[src/rtl/clock_hex_display.sv]
// Converts hour/minute/second to BCD with a double-dabble engine and drives six 7-seg digits as HH.MM.SS.
// Latency 7 cycles from the detecting edge to update; no backpressure, inputs are sampled levels.
module clock_hex_display #(
  parameter bit BLANK_HOUR_LZ = 1'b0,
  parameter bit DP_BLINK      = 1'b1
) (
  input  logic       clk,
  input  logic       rst_n,
  input  logic [5:0] second,
  input  logic [5:0] minute,
  input  logic [5:0] hour,
  output logic [7:0] HEX0,
  output logic [7:0] HEX1,
  output logic [7:0] HEX2,
  output logic [7:0] HEX3,
  output logic [7:0] HEX4,
  output logic [7:0] HEX5,
  output logic       update
);

  typedef enum logic [1:0] {IDLE, CONVERT, COMMIT} state_t;

  localparam logic [7:0] SEG_BLANK = 8'hFF;
  localparam logic [7:0] SEG_DASH  = 8'hBF;

  state_t      state;
  logic [5:0]  cmt_h, cmt_m, cmt_s;
  logic        cmt_valid;
  logic [13:0] sr_h, sr_m, sr_s;
  logic [2:0]  iter;
  logic [7:0]  hex0_n, hex1_n, hex2_n, hex3_n, hex4_n, hex5_n;
  logic        change;

  // One shift-add-3 iteration on {tens, ones, binary}.
  function automatic logic [13:0] dd_step(input logic [13:0] sr);
    logic [13:0] t;
    t = sr;
    if (t[13:10] >= 4'd5) t[13:10] = t[13:10] + 4'd3;
    if (t[9:6]   >= 4'd5) t[9:6]   = t[9:6]   + 4'd3;
    return {t[12:0], 1'b0};
  endfunction

  function automatic logic [7:0] seg7(input logic [3:0] d);
    logic [7:0] s;
    case (d)
      4'd0:    s = 8'hC0;
      4'd1:    s = 8'hF9;
      4'd2:    s = 8'hA4;
      4'd3:    s = 8'hB0;
      4'd4:    s = 8'h99;
      4'd5:    s = 8'h92;
      4'd6:    s = 8'h82;
      4'd7:    s = 8'hF8;
      4'd8:    s = 8'h80;
      4'd9:    s = 8'h90;
      default: s = SEG_BLANK;
    endcase
    return s;
  endfunction

  assign change = !cmt_valid || (hour != cmt_h) || (minute != cmt_m) || (second != cmt_s);

  // Range check works on the latched values, not on the live inputs.
  always_comb begin
    hex5_n = seg7(sr_h[13:10]);
    hex4_n = seg7(sr_h[9:6]);
    hex3_n = seg7(sr_m[13:10]);
    hex2_n = seg7(sr_m[9:6]);
    hex1_n = seg7(sr_s[13:10]);
    hex0_n = seg7(sr_s[9:6]);
    if (cmt_h > 6'd23) begin
      hex5_n = SEG_DASH;
      hex4_n = SEG_DASH;
    end else if (BLANK_HOUR_LZ && (sr_h[13:10] == 4'd0)) begin
      hex5_n = SEG_BLANK;
    end
    if (cmt_m > 6'd59) begin
      hex3_n = SEG_DASH;
      hex2_n = SEG_DASH;
    end
    if (cmt_s > 6'd59) begin
      hex1_n = SEG_DASH;
      hex0_n = SEG_DASH;
    end
    if (!DP_BLINK || !cmt_s[0]) begin
      hex4_n[7] = 1'b0;
      hex2_n[7] = 1'b0;
    end
  end

  always_ff @(posedge clk or negedge rst_n) begin
    if (!rst_n) begin
      state     <= IDLE;
      cmt_h     <= '0;
      cmt_m     <= '0;
      cmt_s     <= '0;
      cmt_valid <= 1'b0;
      sr_h      <= '0;
      sr_m      <= '0;
      sr_s      <= '0;
      iter      <= '0;
      HEX0      <= SEG_BLANK;
      HEX1      <= SEG_BLANK;
      HEX2      <= SEG_BLANK;
      HEX3      <= SEG_BLANK;
      HEX4      <= SEG_BLANK;
      HEX5      <= SEG_BLANK;
      update    <= 1'b0;
    end else begin
      update <= 1'b0;
      case (state)
        IDLE: begin
          if (change) begin
            cmt_h <= hour;
            cmt_m <= minute;
            cmt_s <= second;
            sr_h  <= {8'b0, hour};
            sr_m  <= {8'b0, minute};
            sr_s  <= {8'b0, second};
            iter  <= '0;
            state <= CONVERT;
          end
        end
        CONVERT: begin
          sr_h <= dd_step(sr_h);
          sr_m <= dd_step(sr_m);
          sr_s <= dd_step(sr_s);
          iter <= iter + 3'd1;
          if (iter == 3'd5) state <= COMMIT;
        end
        COMMIT: begin
          HEX0      <= hex0_n;
          HEX1      <= hex1_n;
          HEX2      <= hex2_n;
          HEX3      <= hex3_n;
          HEX4      <= hex4_n;
          HEX5      <= hex5_n;
          update    <= 1'b1;
          cmt_valid <= 1'b1;
          state     <= IDLE;
        end
        default: state <= IDLE;
      endcase
    end
  end

endmodule

[config.mk]
export PLATFORM = sky130hd
export DESIGN_NAME = clock_hex_display
export DESIGN_NICKNAME = d
export VERILOG_FILES = /design/src/rtl/clock_hex_display.sv
export SDC_FILE = /design/constraint.sdc
export NUM_CORES = 1
export LEC_CHECK = 0
export CAP_MARGIN = 10
export CORE_UTILIZATION = 40
export DETAILED_ROUTE_END_ITERATION = 10
export GPL_TIMING_DRIVEN = 0
export PLACE_DENSITY = 0.66
export SLEW_MARGIN = 20
export SYNTH_ARGS = -nofsm -noshare
export SYNTH_HDL_FRONTEND = slang
export SYNTH_SLANG_ARGS = --single-unit
[constraint.sdc]
create_clock -name clk -period 6.3 [get_ports clk]
set_clock_uncertainty 0.2 [all_clocks]
set_input_delay 1.26 -clock clk [delete_from_list [all_inputs] [get_ports clk]]
set_output_delay 1.26 -clock clk [all_outputs]
set_load 0.01 [all_outputs]
==> results.md <==
* Die height at 124 um
* Area of the die at 15,500 um^2
* CTS Buf Count at 9
* IO buf count at 64
* Root buffer cell: clkbuf_16
* # nets final at 749
* Layout Area Growth over Synthesis at 20.3%
* Placed insts at 870
* Slew headroom at 40.1%
* First DRT Iteration DRCs at 302
* #FFs+latches synth at 110
* Initial antenna violation count at 0
* CP endpoint kind: flop
* P_leak at 3.04 nW
* Max Freq at 300 MHz
* HP Class: reg -> reg
* Crit path arrival time at 3420 ps
* Vias in the first global route at 4,807
* Via Count at 4,802
* Prevailing post-synth register cell: dfrtp_1
* Top cell type's share of synthesized area at 28.0%
* Vias per cell at 5.42
* Final wirelength at 14.5 mm
* CTS resizes at 0
* Row count at 44
* TritonCTS clock tree: done
* CP startpoint kind: input pin
* Post-CTS Hold Fix Bufs at 0
* Cells after Synth at 618
* Inserted Diodes at 0
* First-pass GRT wire length at 24.1 mm
* Avg Cell Area, Syn at 9.68 um^2
* Storage element area at 2810 um^2
* EDFF count, synth at 0
* Setup CP Type: in -> reg
* Distinct cells, synth at 50
* Clock sinks at 110
* Tot GR Track Use at 19.5%
* Clk pin slew, worst setup/hold paths at 70 ps
* H-tree levels at 3
* Setup bufs post-CTS at 0
* Routed wire per std cell at 16.4 um
* Final hold viol count at 0
* Finish-stage setup viols at 0
* DP Wirelength at 10.3 mm
* CP Max Fanout at 10
* CP required at 6390 ps
* Final period utilization at 52.9%
* Warning count from the yosys run at 0
* GR Overflow Total at 0
* Clock Tree Buf Depth at 2
* Ports at 69
* Initial Util at 41.0%
* DR pass1 iterations at 5
* Post-synthesis sequential area ratio at 46.9%
* Synth top area cells: dfrtp_1 (28%), dfstp_2 (19%), ha_1 (6.7%)
* Core Region at 14,600 um^2
* Yosys top cell by area: dfrtp_1
* Worst-Skew Late Latency at 360 ps
* Async set-reset flop share out of synthesis at 100%
* Power Density at 547 nW/um^2
* Filler cells at 1,326
* Max rail drop VDD at 0.000195 V
* Power consumption at 3.93 mW
* GP Congestion at 0.887
* Routed Antenna Nets at 0
* Area taken by multi-input logic gates at 2840 um^2
* RSZ-0062 raised after global routing: false
* Mapped Area at 5980 um^2
* Max cap viols at 0
* Crit path time final at 3330 ps
* Fraction of layout cells with a size suffix above 1 at 14.1%
* Status: complete, no violations
* Fin cells at 886
* Die width at 124 um
* Slew Viols, Final at 0
* Measured slew at the worst slew-check pin at 898 ps
* Largest net degree at the start of global routing at 63
* Residual DRC at 0
metrics by stage:
| step | hold WS (ps) | cell area (um^2) | TNS [ps] | util (%) | setup WS [ps] |
|---|---|---|---|---|---|
| 3_5_place_dp | 260 | 6900 | 0 | 47.3 | 2620 |
| 3_3_place_gp | 251 | 6870 | -24000 | 47.1 | -367 |
| 4_1_cts | 271 | 7200 | 0 | 49.3 | 2990 |
| 6_report | 267 | 7200 | 0 | 49.3 | 2970 |
| 5_1_grt | 291 | 7200 | 0 | 49.3 | 2940 |
| 2_1_floorplan | 227 | 6000 | 0 | - | 3400 |
kinds of logic (layout without fill, tap and decap cells):
family          after synthesis  count (layout)  share of synthesized area [%]
flops                       110             110                           46.9
compound gates              182             182                           20.1
xor+xnor                     27              27                           3.95
fa+ha+maj                    32              32                           6.69
simple gates                165             165                           12.1
mux                          24              24                           4.37
buf+inv                      77             158                           5.81
other cells                   1               4                         0.0627
synthesized netlist by cell type, types with 2 or more instances:
cell / count
nor3_1: 9
ha_1: 32
clkbuf_1: 26
o211ai_1: 4
buf_2: 5
nand2b_1: 14
o21ai_0: 38
a31oi_1: 6
a21oi_1: 63
mux2i_1: 7
o21bai_1: 3
buf_4: 6
nand3_1: 3
nand2_1: 60
a22o_1: 13
dfrtp_1: 67
nor2_1: 64
inv_1: 35
nor3b_1: 3
o21a_1: 5
o22ai_1: 4
a221o_1: 14
dfstp_2: 43
o22a_1: 8
a211oi_1: 9
nand4_1: 4
o2bb2ai_1: 3
mux2_2: 17
a211o_1: 2
nor2b_1: 2
xnor2_1: 13
nor4_2: 2
xor2_1: 14
buf_6: 4
cell usage in the layout, fill, tap and decap left out, types with 3 or more instances in the layout:
cell type	instances
xnor2_1	13
nor2_1	64
xor2_1	14
a221o_1	14
dfrtp_1	67
a31oi_1	6
nor3_1	9
a211oi_1	9
o2bb2ai_1	3
nor3b_1	3
nand2b_1	14
clkdlybuf4s50_1	63
mux2i_1	7
o211ai_1	4
o21bai_1	3
nand2_1	60
o21ai_0	38
inv_1	35
dfstp_2	43
buf_6	5
clkinv_2	3
a22o_1	13
ha_1	32
o22ai_1	4
conb_1	4
o22a_1	8
o21a_1	5
buf_4	6
mux2_2	17
a21oi_1	63
nand3_1	3
buf_2	5
nand4_1	4
clkbuf_16	9
clkbuf_1	27
sequential cells by signal, summed over array words and instances, names as in the netlist:
| register | cells |
|---|---|
| update | 1 |
| cmt_h | 6 |
| state | 2 |
| sr_s | 14 |
| HEX0 | 7 |
| cmt_valid | 1 |
| HEX4 | 7 |
| iter | 3 |
| sr_h | 14 |
| HEX3 | 7 |
| HEX2 | 8 |
| HEX5 | 7 |
| cmt_s | 6 |
| sr_m | 14 |
| HEX1 | 7 |
| cmt_m | 6 |
power by group:
part | switching (mW) | leakage (nW) | internal [mW]
registers | 0.277 | 1.28 | 1.13
logic | 1.02 | 1.60 | 0.928
clock network | 0.257 | 0.152 | 0.328
worst max-delay path: stages:
cell and delay [ps]:
clkdlybuf4s50_1 540, inv_1 70, a222oi_1 400, nand4_1 260, nor3_2 460, buf_4 270, a221o_1 160
path summary, 6_finish.rpt:
path                                        endpoint  slack (ps)                 start  cells after the start
worst max-delay path             sr_m[3]$_DFFE_PN0P_        2970               hour[4]                      7
worst min-delay path             HEX5[6]$_DFFE_PN1P_         270   HEX5[6]$_DFFE_PN1P_                      2
worst max register to register   HEX2[1]$_DFFE_PN1P_        3630  state[0]$_DFFE_PN0P_                      7
worst min register to register   HEX5[6]$_DFFE_PN1P_         270   HEX5[6]$_DFFE_PN1P_                      2
max in group asynchronous        HEX3[6]$_DFFE_PN1P_        4540                 rst_n                      2
min in group asynchronous       cmt_m[2]$_DFFE_PN0P_         640                 rst_n                      1
metal layers:
layer | track usage [%] | vias up | part of all wire (%)
li1 | - | 2304 | -
met1 | 25.2 | 2340 | 44
met2 | 32.5 | 129 | 49
met3 | 3.65 | 29 | 4.5
met4 | 7.44 | 0 | 2.6
met5 | 0 | - | 0
layout make-up:
class / instances / area share, %
Timing Repair Buffer: 65 / 9.30
Inverter: 35 / 1.83
Tap cell: 184 / 3.20
Multi-Input combinational cell: 434 / 39.5
Buffer: 42 / 3.01
Clock buffer: 12 / 3.56
Sequential cell: 110 / 39.0
Clock inverter: 4 / 0.626
Power figures use the tool's default switching activity.
